[src/rtl/ctrl_seq_if.sv]
// Sequencer <-> PC/ROM/datapath bundle; master is the sequencer, slave is the datapath side.
// PC_INIT/set_pc close the loop into a PC register that has no enable or reset of its own.
interface ctrl_seq_if;
  logic [3:0] PC_CURR;
  logic [7:0] INSTR;
  logic       zero;
  logic       set_pc;
  logic [3:0] PC_INIT;
  logic [3:0] IMM;
  logic [3:0] OPCODE;
  logic       alu_en;
  logic       reg_we;
  logic       halted;

  modport master (
    input  PC_CURR, INSTR, zero,
    output set_pc, PC_INIT, IMM, OPCODE, alu_en, reg_we, halted
  );

  modport slave (
    output PC_CURR, INSTR, zero,
    input  set_pc, PC_INIT, IMM, OPCODE, alu_en, reg_we, halted
  );
endinterface

[src/rtl/ctrl_seq.sv]
// Two-phase fetch/execute sequencer: 2 cycles per instruction, PC moves only on the EXEC edge.
// No backpressure; holds are PC reloads, rst forces a load of 0 and aborts any EXEC.
module ctrl_seq (
  input  logic       clk,
  input  logic       rst,
  ctrl_seq_if.master bus
);

  typedef enum logic [1:0] {
    FETCH = 2'd0,
    EXEC  = 2'd1,
    HALT  = 2'd2
  } state_t;

  localparam logic [3:0] OP_LDI = 4'h1;
  localparam logic [3:0] OP_ADD = 4'h2;
  localparam logic [3:0] OP_JMP = 4'h3;
  localparam logic [3:0] OP_JZ  = 4'h4;
  localparam logic [3:0] OP_HLT = 4'hF;

  state_t     state_q;
  state_t     state_nxt;
  logic [7:0] ir_q;

  logic       set_pc;
  logic [3:0] pc_init;
  logic       alu_en;
  logic       reg_we;
  logic       halted;

  always_ff @(posedge clk) begin
    if (rst) begin
      state_q <= FETCH;
      ir_q    <= 8'h00;
    end else begin
      state_q <= state_nxt;
      if (state_q == FETCH) begin
        ir_q <= bus.INSTR;
      end
    end
  end

  always_comb begin
    state_nxt = state_q;
    set_pc    = 1'b0;
    pc_init   = 4'h0;
    alu_en    = 1'b0;
    reg_we    = 1'b0;
    halted    = 1'b0;
    if (rst) begin
      // Reset wins over every state, so an in-flight EXEC never strobes.
      set_pc    = 1'b1;
      pc_init   = 4'h0;
      state_nxt = FETCH;
    end else begin
      case (state_q)
        FETCH: begin
          set_pc    = 1'b1;
          pc_init   = bus.PC_CURR;
          state_nxt = EXEC;
        end
        EXEC: begin
          state_nxt = FETCH;
          case (ir_q[7:4])
            OP_LDI: reg_we = 1'b1;
            OP_ADD: begin
              alu_en = 1'b1;
              reg_we = 1'b1;
            end
            OP_JMP: begin
              set_pc  = 1'b1;
              pc_init = ir_q[3:0];
            end
            OP_JZ: begin
              if (bus.zero) begin
                set_pc  = 1'b1;
                pc_init = ir_q[3:0];
              end
            end
            OP_HLT: begin
              set_pc    = 1'b1;
              pc_init   = bus.PC_CURR;
              state_nxt = HALT;
            end
            default: ;
          endcase
        end
        HALT: begin
          set_pc  = 1'b1;
          pc_init = bus.PC_CURR;
          halted  = 1'b1;
        end
        default: state_nxt = FETCH;
      endcase
    end
  end

  assign bus.set_pc  = set_pc;
  assign bus.PC_INIT = pc_init;
  assign bus.alu_en  = alu_en;
  assign bus.reg_we  = reg_we;
  assign bus.halted  = halted;
  assign bus.OPCODE  = ir_q[7:4];
  assign bus.IMM     = ir_q[3:0];

endmodule

[src/flat_wrapper.sv]
// flat-port wrapper written by rule: the top's interface ports become plain ports
module ctrl_seq_flat 
  (clk, rst, bus_PC_CURR, bus_INSTR, bus_zero, bus_set_pc, bus_PC_INIT, bus_IMM, bus_OPCODE, bus_alu_en, bus_reg_we, bus_halted);
  ctrl_seq_if bus_i ();
  input  logic clk;
  input  logic rst;
  input wire logic [$bits(bus_i.PC_CURR)-1:0] bus_PC_CURR;
  input wire logic [$bits(bus_i.INSTR)-1:0] bus_INSTR;
  input wire logic [$bits(bus_i.zero)-1:0] bus_zero;
  output wire logic [$bits(bus_i.set_pc)-1:0] bus_set_pc;
  output wire logic [$bits(bus_i.PC_INIT)-1:0] bus_PC_INIT;
  output wire logic [$bits(bus_i.IMM)-1:0] bus_IMM;
  output wire logic [$bits(bus_i.OPCODE)-1:0] bus_OPCODE;
  output wire logic [$bits(bus_i.alu_en)-1:0] bus_alu_en;
  output wire logic [$bits(bus_i.reg_we)-1:0] bus_reg_we;
  output wire logic [$bits(bus_i.halted)-1:0] bus_halted;
  assign bus_i.PC_CURR = bus_PC_CURR;
  assign bus_i.INSTR = bus_INSTR;
  assign bus_i.zero = bus_zero;
  assign bus_set_pc = bus_i.set_pc;
  assign bus_PC_INIT = bus_i.PC_INIT;
  assign bus_IMM = bus_i.IMM;
  assign bus_OPCODE = bus_i.OPCODE;
  assign bus_alu_en = bus_i.alu_en;
  assign bus_reg_we = bus_i.reg_we;
  assign bus_halted = bus_i.halted;
  ctrl_seq u_core (.clk(clk), .rst(rst), .bus(bus_i));
endmodule
[config.mk]
export PLATFORM = sky130hd
export DESIGN_NAME = ctrl_seq_flat
export DESIGN_NICKNAME = d
export VERILOG_FILES = /design/src/rtl/ctrl_seq_if.sv /design/src/rtl/ctrl_seq.sv /design/src/flat_wrapper.sv
export SDC_FILE = /design/constraint.sdc
export NUM_CORES = 1
export LEC_CHECK = 0
export ABC_CLOCK_PERIOD_IN_PS = 2400
export CAP_MARGIN = 40
export CORE_MARGIN = 2
export CORE_UTILIZATION = 37
export CTS_CLUSTER_DIAMETER = 120
export DETAILED_ROUTE_END_ITERATION = 6
export PLACE_DENSITY = 0.81
export SETUP_SLACK_MARGIN = 0.3
export SYNTH_ARGS = -nofsm -noshare
export SYNTH_HDL_FRONTEND = slang
export SYNTH_SLANG_ARGS = --single-unit
[constraint.sdc]
create_clock -name clk -period 2.4 [get_ports clk]
set_input_delay 0.36 -clock clk [delete_from_list [all_inputs] [get_ports clk]]
set_output_delay 0.36 -clock clk [all_outputs]
set_load 0.01 [all_outputs]
==> results of run 1 <==
-- logic make-up after synthesis --
| family | Yosys count |
|---|---|
| flops | 10 |
| compound gates | 24 |
| simple gates | 22 |
| buf+inv | 3 |
| xor+xnor | 1 |
-- layout make-up --
| type | instances | area (um2) |
|---|---|---|
| repair buffers | 38 | 343 |
| well taps | 15 | 18.8 |
| multi-input cells | 47 | 302 |
| fillers | 104 | 364 |
| flip-flops and latches | 10 | 205 |
| clock buffers | 4 | 36.3 |
-- where the power goes --
group / internal (mW) / leakage, nW / switching, mW
registers: 0.177 / 0.0840 / 0.0120
clock network: 0.0922 / 0.0210 / 0.0645
logic: 0.0621 / 0.251 / 0.0391
total: 0.331 / 0.356 / 0.116
-- layer usage --
layer | part of all wire (%) | global-route usage [%] | vias up | routed length, um
li1 | - | - | 301 | -
met1 | 45 | 27.4 | 296 | 699
met2 | 49 | 38.9 | 19 | 770
met3 | 3.5 | 3.33 | 4 | 55
met4 | 2.0 | 12.5 | 0 | 31
met5 | 0 | 0 | - | 0
-- metrics by stage --
step / setup TNS (ns) / area, um2
after detailed placement: -0.924 / 838
after CTS: 0 / 902
after floorplan: 0 / 493
after global routing: 0 / 905
after global placement: -0.743 / 838
final: 0 / 905
-- how the worst max path moves through the flow --
stage | from | to | slack [ns] | cells after the start
after detailed placement | rst | bus_PC_INIT[0] | -0.17 | 5
after global routing | u_core.state_q[1]$_SDFFE_PP0N_ | bus_PC_INIT[3] | 0.31 | 5
after global placement | rst | bus_PC_INIT[0] | -0.15 | 5
final | u_core.state_q[1]$_SDFFE_PP0N_ | bus_PC_INIT[0] | 0.35 | 5
after floorplan | u_core.ir_q[7]$_SDFFE_PP0N_ | bus_alu_en | 0.68 | 2
after CTS | bus_zero | bus_set_pc | 0.30 | 5
-- state kept, by name (all words and copies together), names as in the netlist --
signal / cells
u_core.state_q: 2
u_core.ir_q: 8
-- cell usage in the layout, fill, tap and decap left out, types with 2 or more instances in the layout --
master and instances:
a22o_1 4, clkdlybuf4s50_1 22, buf_4 7, dfxtp_2 4
dfxtp_1 6, nor3_1 2, nor2_1 3, buf_2 4
dlygate4sd2_1 2, a21oi_1 9, nand2_1 8, clkbuf_4 3
o21ai_0 8
-- worst min-delay path, delay by kind of cell, from the launching register on --
kind            cells  cell delay, ns
compound gates      2            0.13
flops               1            0.32
-- repair_timing --
item / in CTS / in global routing
gates resized for setup: 27 / 4
pin swaps: 2 / 2
setup buffers: 2 / 1
cloned: 0 / 0
endpoints found under the setup margin: 8 / 7
==> out/results.txt, run 1 <==
post-synthesis async set-or-reset flop share - 0%
Post-synth EDFFs - 0
fmax - 0.487 GHz
endpoint class of the critical path - output port
outcome - finished, final reports clean
most common cell in the netlist - dfxtp_1
mux contribution to synthesized area - 0%
vias - 620
wire per inst - 13.6 um
CP arrival - 1.69 ns
Clock Latency Late Sink - 0.27 ns
pin count of the biggest net entering global routing - 16
Post-Syn Instances - 60
Max clock buf depth - 2
library cells used by synthesis - 22
Die W - 40.5 um
Clock Skews - 0.00611 ns
vias in the first global route - 549
final period utilization - 85.5%
fraction of the mapped netlist area in simple logic gates - 26.4%
Sink Count - 10
Max Cap Viol - 0
CP Data Required Time - 2.04 ns
Synth area leaders - dfxtp_1, a21oi_1, o21ai_0
sequential cell area fraction in the yosys report - 40.6%
Layout Cells excl Fill - 114
wirelength, routed - 1560 um
largest area contributor in the netlist - dfxtp_1
fin util - 71.3%
Setup CP Type - flip-flop to output port
power per cell area - 494 nW/um2
peak supply drop - 0.265 mV
share of layout cells above drive strength 1 - 26.3%
worst hold stages - 2
XOR/XNOR Fraction of Synth Area - 1.78%
I/O pin cnt - 31
Hold Path Sink - u_core.ir_q[2]$_SDFFE_PP0N_
crit-path cells - or4b_4 -> a21oi_4 -> buf_6 -> a22o_1 -> buf_2
reg2reg path depth - 4
family with the most delay on the worst path - simple AND/OR/NAND/NOR gates
Pre-antenna DRT Iters - 4
port buffer count - 30
pre-CTS WS - -0.172 ns
worst hold start - u_core.ir_q[2]$_SDFFE_PP0N_
Initial Utilization - 38.9%
synthesized area per cell - 8.22 um2
# setup viols final - 0
syn nets - 75
Crit path buffers/inverters - 2
RR Startpoint - u_core.state_q[0]$_SDFFE_PP0N_
LEAKAGE - 0.356 nW
CORE AREA - 1270 um2
Root Buffer - clkbuf_4
CTS buffer count - 3
total track usage - 23.0%
flop2flop setup slack - 1.19 ns
H-tree levels - 1
Crit-path slowest cell - or4b_4
fin nets - 115
Post-DRT Antenna Nets - 0
final hold vios - 0
Synth Register Bits - 10
worst hold path class - flip-flop to flip-flop
routability congestion estimate from global placement - 0.720
Slew @ Worst Pin - 0.509 ns
CP max stage delay - 0.57 ns
Post-synth top cells - dfxtp_1, a21oi_1, nand2_1, o21ai_0, a22o_1
Synth Area in Compound Gates - 28.9%
unrepaired setup endpoints after global routing - false
ant diodes - 0
GR Overflow Total - 0
Hold Worst Slack - 0.495 ns
Syn-to-layout area delta - 83.5%
Yosys top cell area share - 40.6%
first-pass GRT wire length - 2420 um
power after layout - 447 uW
clock slew at reported path FFs - 0.08 ns
initial antenna violation count - 0
largest family of logic cells by synthesized area - compound AO/OA/AOI/OAI gates
dpl cells - 107
fin crit period - 2.05 ns
RR Endpoint - u_core.ir_q[4]$_SDFFE_PP0N_
site row count - 13
CTS tree - built
DR iter-0 viols - 12
Hold Buf Count CTS - 0
YS warnings - 0
post-synthesis adder-cell area fraction - 0%
critical-path maximum fanout - 3
Vias/cell - 5.44
Slew Limit Fails - 0
Slew HR - 66.0%
Synth Cell Area - 493 um2
Synth Flop Type - dfxtp_1
setup slack after layout - 0.348 ns
Die Y - 40.5 um
Critical Path Source Type - flip-flop
Die ar. - 1640 um2
post-DP HPWL - 1070 um
post-route DRC violation count - 0
No activity file was read; power rests on OpenSTA's default activity.
==> run 2: changes to the inputs <==
--- a/config.mk
+++ b/config.mk
@@ -5,13 +5,14 @@
 export SDC_FILE = /design/constraint.sdc
 export NUM_CORES = 1
 export LEC_CHECK = 0
+export ABC_AREA = 1
 export ABC_CLOCK_PERIOD_IN_PS = 2400
 export CAP_MARGIN = 40
 export CORE_MARGIN = 2
-export CORE_UTILIZATION = 37
+export CORE_UTILIZATION = 42
 export CTS_CLUSTER_DIAMETER = 120
 export DETAILED_ROUTE_END_ITERATION = 6
-export PLACE_DENSITY = 0.81
+export PLACE_DENSITY = 0.82
 export SETUP_SLACK_MARGIN = 0.3
 export SYNTH_ARGS = -nofsm -noshare
 export SYNTH_HDL_FRONTEND = slang
==> out/results.txt, run 2 <==
wire per inst - 11.5 um
DP Area - 971 um2
Synth Cell Area - 652 um2
share of layout cells above drive strength 1 - 16.5%
Max Cap Viol - 0
Sink Count - 10
CP Data Required Time - 2.04 ns
clock slew at reported path FFs - 0.07 ns
Hold Buf Count CTS - 0
fraction of the mapped netlist area in simple logic gates - 40.9%
worst hold path class - flip-flop to flip-flop
critical-path maximum fanout - 6
Synth Area in Compound Gates - 15.9%
family with the most delay on the worst path - buffers and inverters
met1 Track Usage GR - 22.1%
site row count - 14
CTS buffer count - 3
power after layout - 476 uW
DR iter-0 viols - 10
Critical Path Most Common Cell - clkdlybuf4s50_1
routability congestion estimate from global placement - 0.824
port buffer count - 30
syn nets - 121
CP arrival - 1.71 ns
Hold Worst Slack - 0.492 ns
Largest regs - u_core.ir_q: 8 flops, u_core.state_q: 2 flops
H-tree levels - 1
dpl cells - 151
post-synthesis async set-or-reset flop share - 0%
fmax - 0.484 GHz
vias - 784
YS warnings - 0
crit-path cells - clkdlybuf4s50_1 -> inv_2 -> nand2_2 -> nor2_1 -> clkdlybuf4s50_1
outcome - finished, final reports clean
GR peak layer - met2
vias in the first global route - 700
library cells used by synthesis - 19
commonest non-fill, non-tap cell in the layout - clkdlybuf4s50_1
Top reg by flops - u_core.ir_q
largest family of logic cells by synthesized area - simple AND/OR/NAND/NOR gates
Max clock buf depth - 2
I/O pin cnt - 31
LEAKAGE - 0.518 nW
Slew @ Worst Pin - 0.333 ns
met3 Use GR - 3.33%
Die W - 43.4 um
Design Area, Final - 1030 um2
met2 Use GR - 34.9%
CP max stage delay - 0.56 ns
Die Y - 43.4 um
Critical Path Source Type - primary input
ant diodes - 0
power per cell area - 463 nW/um2
Initial Utilization - 44.3%
endpoint class of the critical path - output port
max FFs per register - 8
Post-Syn Instances - 106
Slew Limit Fails - 0
post-DP HPWL - 1290 um
Setup CP Type - primary input to output port
sequential cell area fraction in the yosys report - 30.7%
Post-synth top cells - nor2_1, inv_1, nand2_1, dfxtp_1
post-route DRC violation count - 0
Setup TNS - 0 ns
Layout Cells excl Fill - 155
pre-CTS WS - 0.149 ns
Crit-path slowest cell - clkdlybuf4s50_1
CORE AREA - 1470 um2
post-synthesis adder-cell area fraction - 0%
initial antenna violation count - 0
Synth Flop Type - dfxtp_1
final period utilization - 86.1%
Vias/cell - 5.06
Synth area leaders - dfxtp_1, nor2_1, inv_1
GR Overflow Total - 0
fin util - 69.8%
fin crit period - 2.07 ns
Synth Register Bits - 10
total track usage - 19.4%
most frequent cells in the layout - clkdlybuf4s50_1, nor2_1, inv_1
mux contribution to synthesized area - 0%
synthesized area per cell - 6.15 um2
CTS tree - built
Slew HR - 77.7%
Clock Skews - 0.00736 ns
Pre-antenna DRT Iters - 4
# setup viols final - 0
most common cell in the netlist - nor2_1
unrepaired setup endpoints after global routing - false
peak supply drop - 0.364 mV
Crit path buffers/inverters - 3
Yosys top cell area share - 30.7%
fin nets - 155
largest area contributor in the netlist - dfxtp_1
final hold vios - 0
Syn-to-layout area delta - 57.6%
first-pass GRT wire length - 2770 um
wirelength, routed - 1790 um
Clock Latency Late Sink - 0.27 ns
Post-synth EDFFs - 0
setup slack after layout - 0.335 ns
XOR/XNOR Fraction of Synth Area - 0%
Die ar. - 1880 um2
Root Buffer - clkbuf_4
Post-DRT Antenna Nets - 0
pin count of the biggest net entering global routing - 14
==> run 2: power by group <==
part / total [mW] / switching [mW] / leakage, nW / internal, mW
clock network: 0.158 / 0.0655 / 0.0210 / 0.0922
logic: 0.124 / 0.0598 / 0.413 / 0.0640
registers: 0.194 / 0.0150 / 0.0842 / 0.179
total: 0.476 / 0.140 / 0.518 / 0.336
==> run 2: worst register-to-register path, cell delays in order, from the launching register on <==
cell and delay [ns]:
dfxtp_1 0.42, nor2_2 0.08, inv_1 0.27, o21ai_0 0.12, a21oi_1 0.14
==> run 2: logic make-up (layout without fill, tap and decap cells) <==
| family | count (synthesis) | in the layout |
|---|---|---|
| AOI/OAI and AO/OA | 18 | 18 |
| buffers and inverters | 21 | 54 |
| DFF | 10 | 10 |
| and+or+nand+nor | 57 | 57 |
==> run 2: per-layer routing <==
metal | routed length, um | up-vias
met2 | 896 | 30
met3 | 107 | 6
li1 | - | 396
met4 | 38 | 0
met1 | 742 | 352
met5 | 0 | -
==> run 2: final cells by class <==
| cell class | instances | area [um2] |
|---|---|---|
| fillers | 131 | 444 |
| multi-input cells | 75 | 388 |
| repair buffers | 31 | 305 |
| flip-flops and latches | 10 | 205 |
| inverters | 19 | 72.6 |
| clock buffers | 4 | 36.3 |
| well taps | 16 | 20.0 |
==> run 2: final timing paths <==
path	end	depth (start not counted)	startpoint	slack, ns
hold / removal	u_core.ir_q[1]$_SDFFE_PP0N_	2	u_core.ir_q[1]$_SDFFE_PP0N_	0.49
hold reg to reg	u_core.ir_q[1]$_SDFFE_PP0N_	2	u_core.ir_q[1]$_SDFFE_PP0N_	0.49
setup / recovery	bus_halted	5	rst	0.33
setup reg to reg	u_core.ir_q[2]$_SDFFE_PP0N_	4	u_core.state_q[1]$_SDFFE_PP0N_	1.30
==> run 2: timing repair <==
action | in CTS | in global routing
setup buffers | 0 | 0
setup endpoints to repair | 8 | 3
resized for setup | 9 | 9
